===== src/rtl/ssd_capture_pkg.sv =====
// Shared constants and types for seven-segment scan capture.
// Segment patterns are active-low, ordered g,f,e,d,c,b,a.
package ssd_capture_pkg;

    localparam logic [6:0] SEG_0     = 7'b1000000;
    localparam logic [6:0] SEG_1     = 7'b1111001;
    localparam logic [6:0] SEG_2     = 7'b0100100;
    localparam logic [6:0] SEG_3     = 7'b0110000;
    localparam logic [6:0] SEG_4     = 7'b0011001;
    localparam logic [6:0] SEG_5     = 7'b0010010;
    localparam logic [6:0] SEG_6     = 7'b0000010;
    localparam logic [6:0] SEG_7     = 7'b1111000;
    localparam logic [6:0] SEG_8     = 7'b0000000;
    localparam logic [6:0] SEG_9     = 7'b0010000;
    localparam logic [6:0] SEG_BLANK = 7'b1111111;

    localparam logic [3:0] CODE_BLANK   = 4'hE;
    localparam logic [3:0] CODE_ILLEGAL = 4'hF;

    typedef enum logic [1:0] {
        StIdle,
        StSettle,
        StLocked
    } scan_state_t;

endpackage


===== src/rtl/ssd_pattern_decode.sv =====
// Combinational segment-pattern to digit-code lookup.
module ssd_pattern_decode
    import ssd_capture_pkg::*;
(
    input  logic [6:0] seg,
    output logic [3:0] code,
    output logic       illegal
);

    always_comb begin
        illegal = 1'b0;
        unique case (seg)
            SEG_0:     code = 4'd0;
            SEG_1:     code = 4'd1;
            SEG_2:     code = 4'd2;
            SEG_3:     code = 4'd3;
            SEG_4:     code = 4'd4;
            SEG_5:     code = 4'd5;
            SEG_6:     code = 4'd6;
            SEG_7:     code = 4'd7;
            SEG_8:     code = 4'd8;
            SEG_9:     code = 4'd9;
            SEG_BLANK: code = CODE_BLANK;
            default: begin
                code    = CODE_ILLEGAL;
                illegal = 1'b1;
            end
        endcase
    end

endmodule


===== src/rtl/ssd_scan_capture.sv =====
// Captures a multiplexed 4-digit seven-segment display into decoded frames
// with a valid/ready handshake.
module ssd_scan_capture
    import ssd_capture_pkg::*;
#(
    parameter int unsigned STABLE_CYCLES = 16,
    parameter int unsigned SYNC_STAGES   = 2
) (
    input  logic       clk,
    input  logic       reset,
    input  logic [3:0] basys_anode,
    input  logic [6:0] display_ssd,
    output logic [3:0] digit0,
    output logic [3:0] digit1,
    output logic [3:0] digit2,
    output logic [3:0] digit3,
    output logic       frame_valid,
    input  logic       frame_ready,
    output logic       overrun,
    output logic       pattern_err
);

    // Counter value seen on the edge carrying the STABLE_CYCLES-th identical sample.
    localparam logic [7:0] ACCEPT_CNT = 8'(STABLE_CYCLES - 2);

    logic [10:0] sync_q [SYNC_STAGES];
    logic [10:0] sample;
    logic [10:0] prev_q;
    logic [3:0]  anode_s;
    logic [6:0]  seg_s;
    logic        changed;
    logic        anode_ok;
    logic [1:0]  idx;
    logic [3:0]  code;
    logic        illegal;
    logic        accept;

    scan_state_t state_q;
    logic [7:0]  cnt_q;
    logic [3:0]  shadow_q [4];
    logic [3:0]  seen_q;

    // Reset to all ones so a blank, deselected display is the idle sample.
    always_ff @(posedge clk or negedge reset) begin
        if (!reset) begin
            for (int i = 0; i < int'(SYNC_STAGES); i++) sync_q[i] <= '1;
        end else begin
            sync_q[0] <= {basys_anode, display_ssd};
            for (int i = 1; i < int'(SYNC_STAGES); i++) sync_q[i] <= sync_q[i-1];
        end
    end

    assign sample  = sync_q[SYNC_STAGES-1];
    assign anode_s = sample[10:7];
    assign seg_s   = sample[6:0];
    assign changed = (sample != prev_q);

    always_comb begin
        anode_ok = 1'b1;
        idx      = 2'd0;
        case (anode_s)
            4'b1110: idx = 2'd0;
            4'b1101: idx = 2'd1;
            4'b1011: idx = 2'd2;
            4'b0111: idx = 2'd3;
            default: anode_ok = 1'b0;
        endcase
    end

    ssd_pattern_decode u_decode (
        .seg     (seg_s),
        .code    (code),
        .illegal (illegal)
    );

    assign accept = (state_q == StSettle) && anode_ok && !changed && (cnt_q == ACCEPT_CNT);

    always_ff @(posedge clk or negedge reset) begin
        if (!reset) begin
            state_q <= StIdle;
            cnt_q   <= '0;
            prev_q  <= '1;
        end else begin
            prev_q <= sample;
            if (!anode_ok) begin
                state_q <= StIdle;
                cnt_q   <= '0;
            end else if (changed) begin
                state_q <= StSettle;
                cnt_q   <= '0;
            end else begin
                case (state_q)
                    StIdle: begin
                        state_q <= StSettle;
                        cnt_q   <= '0;
                    end
                    StSettle: begin
                        if (cnt_q == ACCEPT_CNT) state_q <= StLocked;
                        cnt_q <= cnt_q + 8'd1;
                    end
                    StLocked: begin
                        if (cnt_q != 8'hFF) cnt_q <= cnt_q + 8'd1;
                    end
                    default: begin
                        state_q <= StIdle;
                        cnt_q   <= '0;
                    end
                endcase
            end
        end
    end

    always_ff @(posedge clk or negedge reset) begin
        if (!reset) begin
            for (int i = 0; i < 4; i++) shadow_q[i] <= CODE_BLANK;
            seen_q      <= '0;
            digit0      <= CODE_BLANK;
            digit1      <= CODE_BLANK;
            digit2      <= CODE_BLANK;
            digit3      <= CODE_BLANK;
            frame_valid <= 1'b0;
            overrun     <= 1'b0;
            pattern_err <= 1'b0;
        end else begin
            if (seen_q == 4'hF) begin
                seen_q <= '0;
                if (!frame_valid || frame_ready) begin
                    digit0      <= shadow_q[0];
                    digit1      <= shadow_q[1];
                    digit2      <= shadow_q[2];
                    digit3      <= shadow_q[3];
                    frame_valid <= 1'b1;
                end else begin
                    overrun <= 1'b1;
                end
            end else if (frame_valid && frame_ready) begin
                frame_valid <= 1'b0;
            end
            // Placed last so a same-cycle accept keeps its seen bit.
            if (accept) begin
                shadow_q[idx] <= code;
                seen_q[idx]   <= 1'b1;
                if (illegal) pattern_err <= 1'b1;
            end
        end
    end

endmodule


===== config.mk =====
export PLATFORM = sky130hd
export DESIGN_NAME = ssd_scan_capture
export DESIGN_NICKNAME = d
export VERILOG_FILES = /design/src/rtl/ssd_capture_pkg.sv /design/src/rtl/ssd_pattern_decode.sv /design/src/rtl/ssd_scan_capture.sv
export SDC_FILE = /design/constraint.sdc
export NUM_CORES = 1
export LEC_CHECK = 0
export BUFFER_PORTS_ARGS = -buffer_cell sky130_fd_sc_hd__buf_2
export CORE_AREA = 3 3 82 84
export CTS_CLUSTER_DIAMETER = 100
export DETAILED_ROUTE_END_ITERATION = 16
export DIE_AREA = 0 0 85 87
export MAX_ROUTING_LAYER = met4
export PLACE_DENSITY = 0.87
export SYNTH_ARGS = -nofsm -noshare
export SYNTH_HDL_FRONTEND = slang
export SYNTH_SLANG_ARGS = --single-unit
export TNS_END_PERCENT = 10

===== constraint.sdc =====
create_clock -name clk -period 2.83 [get_ports clk]
set_input_delay 0 -clock clk [delete_from_list [all_inputs] [get_ports clk]]
set_output_delay 0 -clock clk [all_outputs]
set_load 0.02 [all_outputs]

==> flow_metrics.env <==
export IMPL_dr_wl_met2_mm=3.213
export IMPL_finalSetupTns_ns=0
export IMPL_synth_top_cell_area_share_pct=43.35
export IMPL_wl_met1_mm=2.660
export IMPL_vias_per_cell=5.540
export IMPL_clock_sinks=82
export IMPL_fin_area_um2=4050
export IMPL_drc=0
export IMPL_grt_pass1_vias=2256
export IMPL_insertedDiodeCount=0
export IMPL_fillers=398
export IMPL_peakVddDrop_mv=0.6689
export IMPL_worstHoldPathType="in -> reg"
export IMPL_cap_viol_max_count=0
export IMPL_min_period_ns=2.186
export IMPL_drtIter0Drc=82
export IMPL_ys_warnings_count=0
export IMPL_final_layout_size_suffix_gt1_share_pct=49.36
export IMPL_synthFlopType="dfstp_2"
export IMPL_synthXorXnorAreaFrac_pct=4.564
export IMPL_vias=2144
export IMPL_post_place_ws_ns=0.6961
export IMPL_maxSlewHeadroom_pct=36.59
export IMPL_grt_max_degree=83
export IMPL_die_w_um=85
export IMPL_hpwl_mm=3.975
export IMPL_grt_total_usage_pct=19.55
export IMPL_place_inst=358
export IMPL_cts_made_buffers=9
export IMPL_synthesis_area_um2=3455
export IMPL_finalCritPeriodShare_pct=77.25
export IMPL_synth_compound_area_share_pct=4.998
export IMPL_grt_pass1_wl_mm=10.73
export IMPL_finClkSkew_ns=0.01235
export IMPL_synth_simple_area_share_pct=13.91
export IMPL_cts_tree="done"
export IMPL_syn_to_final_growth_pct=17.24
export IMPL_slew_violations=0
export IMPL_overflow=0
export IMPL_avgSynthCellArea_um2=13.29
export IMPL_antenna_found_initial=0
export IMPL_clock_path_buffers=2
export IMPL_synth_area_mux_share_pct=11.05
export IMPL_wl_per_cell_um=16.05
export IMPL_hold_violations=0
export IMPL_tightest_slew_ns=0.9512
export IMPL_synth_edff_count=0
export IMPL_status="finished clean"
export IMPL_post_cts_buffers=0
export IMPL_globalplace_congestion=0.8676
export IMPL_critPathCaptureType="flip-flop"
export IMPL_crit_type="reg -> reg"
export IMPL_startpoint_type="flip-flop"
export IMPL_arrival_ns=2.48
export IMPL_totalWireLength_mm=6.212
export IMPL_max_freq_mhz=457.4
export IMPL_numPortBuffers=32
export IMPL_dpl_cell_area_um2=3661
export IMPL_syn_inst=260
export IMPL_post_route_util_pct=67.61
export IMPL_synthAdderAreaFrac_pct=1.811
export IMPL_num_rows=28
export IMPL_first_pass_iters=4
export IMPL_ys_seq_elements=82
export IMPL_drtAntennaViolNets=0
export IMPL_synth_top_area_cell="dfstp_2"
export IMPL_layout_common_cells="57 x dfstp_2, 33 x mux2_2, 31 x buf_2, 25 x dfrtp_1, 20 x nor2_1"
export IMPL_finalNonFillerCells=387
export IMPL_synthArstFlopShare_pct=100.0
export IMPL_h_tree_depth=3
export IMPL_nets=326
export IMPL_highest_layer="met4"
export IMPL_clockRootBuffer="clkbuf_8"
export IMPL_synth_area_leaders="dfstp_2 43%, dfrtp_1 18%, mux2_2 11%"
export IMPL_fin_hold_ws_ns=0.2903
export IMPL_p_leak_nw=1.887
export IMPL_cp_required_ns=3.12
export IMPL_rsz0062_at_grt="false"
export IMPL_final_common_cell="dfstp_2"
export IMPL_die_area_um2=7395
export IMPL_syn_num_nets=279
export IMPL_yosysSeqAreaShare_pct=61.46
export IMPL_synth_distinct_cells=50
export IMPL_finalSetupViolCount=0
export IMPL_power_mw=2.396
export IMPL_crit_fanout=11
export IMPL_fp_dieH_um=87
export IMPL_io_pins=33
export IMPL_worst_slack_ns=0.6438
export IMPL_power_density_nw_per_um2=591.6
export IMPL_wl_met3_um=255
export IMPL_clk_insertion_delay_late_ns=0.35
export IMPL_coreArea_um2=5991
export IMPL_synth_top_family_by_area="simple AND/OR/NAND/NOR gates"
export IMPL_initial_utilization_pct=57.66
export IMPL_clk_pin_slew_worst_paths_ns=0.08
worst max-delay path, cell delays in order (launching register included):
cell and delay (ns):
dfstp_2 0.67, xor2_1 0.19, nor2_1 0.08, o211a_1 0.22, o31ai_1 0.67, mux2_2 0.30
area by class of cell:
cell class	count	area [um^2]	area share [%]
clock buffers	11	151.4	3.738
clock inverters	5	107.6	2.657
inverters	5	18.77	0.4634
multi-input cells	163	1255	30.99
flip-flops and latches	82	2123	52.43
well taps	75	93.84	2.317
repair buffers	46	300.3	7.414
sequential cells by signal (all words and copies together), names as in the netlist, 4 cells and up:
signal,flops
shadow_q,16
digit2,4
digit3,4
prev_q,11
sample,11
cnt_q,8
digit0,4
digit1,4
seen_q,4
sync_q,11
synthesized netlist by cell type (all sizes together) (5+ instances only):
master  count
nand2      15
xnor2       5
ha          5
nand4       6
a21oi      11
xor2       13
nand3       8
nor2       20
dfstp      57
inv         5
nor3        5
buf         7
mux2       33
dfrtp      25
kinds of logic (layout without fill, tap and decap cells):
group,count (synthesis),count (layout)
fa+ha+maj,5,5
mux,34,34
compound gates,26,26
flops,82,82
simple gates,80,80
xor+xnor,18,18
buf+inv,15,67
power breakdown:
part           total [mW]  leakage, nW  switching (mW)  internal, mW
clock network        1.05        0.130           0.410         0.639
logic               0.101        0.814          0.0566        0.0439
registers            1.25        0.943          0.0278          1.22
worst paths after layout:
path	from	to	slack, ns	cells after the start
worst max register to register	sample[6]$_DFF_PN1_	shadow_q[2]$_DFFE_PN1P_	0.64	5
worst max-delay path	sample[6]$_DFF_PN1_	shadow_q[2]$_DFFE_PN1P_	0.64	5
max in group asynchronous	reset	cnt_q[2]$_DFFE_PN0P_	1.88	2
worst min-delay path	basys_anode[0]	sync_q[18]$_DFF_PN1_	0.29	2
min in group asynchronous	reset	shadow_q[8]$_DFFE_PN0P_	0.33	2
worst min register to register	sync_q[13]$_DFF_PN1_	sample[2]$_DFF_PN1_	0.36	0
timing repair:
| action | 4_1_cts | 5_1_grt |
|---|---|---|
| hold buffers | 13 | 0 |
| resized for setup | 0 | 0 |
| endpoints found under the hold margin | 38 | 0 |
layer usage:
metal | track usage, % | up-vias
met2 | 31.29 | 53
met5 | - | -
li1 | - | 1008
met3 | 6.149 | 8
met1 | 23.25 | 1075
met4 | 7.626 | 0
Power figures use the tool's default switching activity.
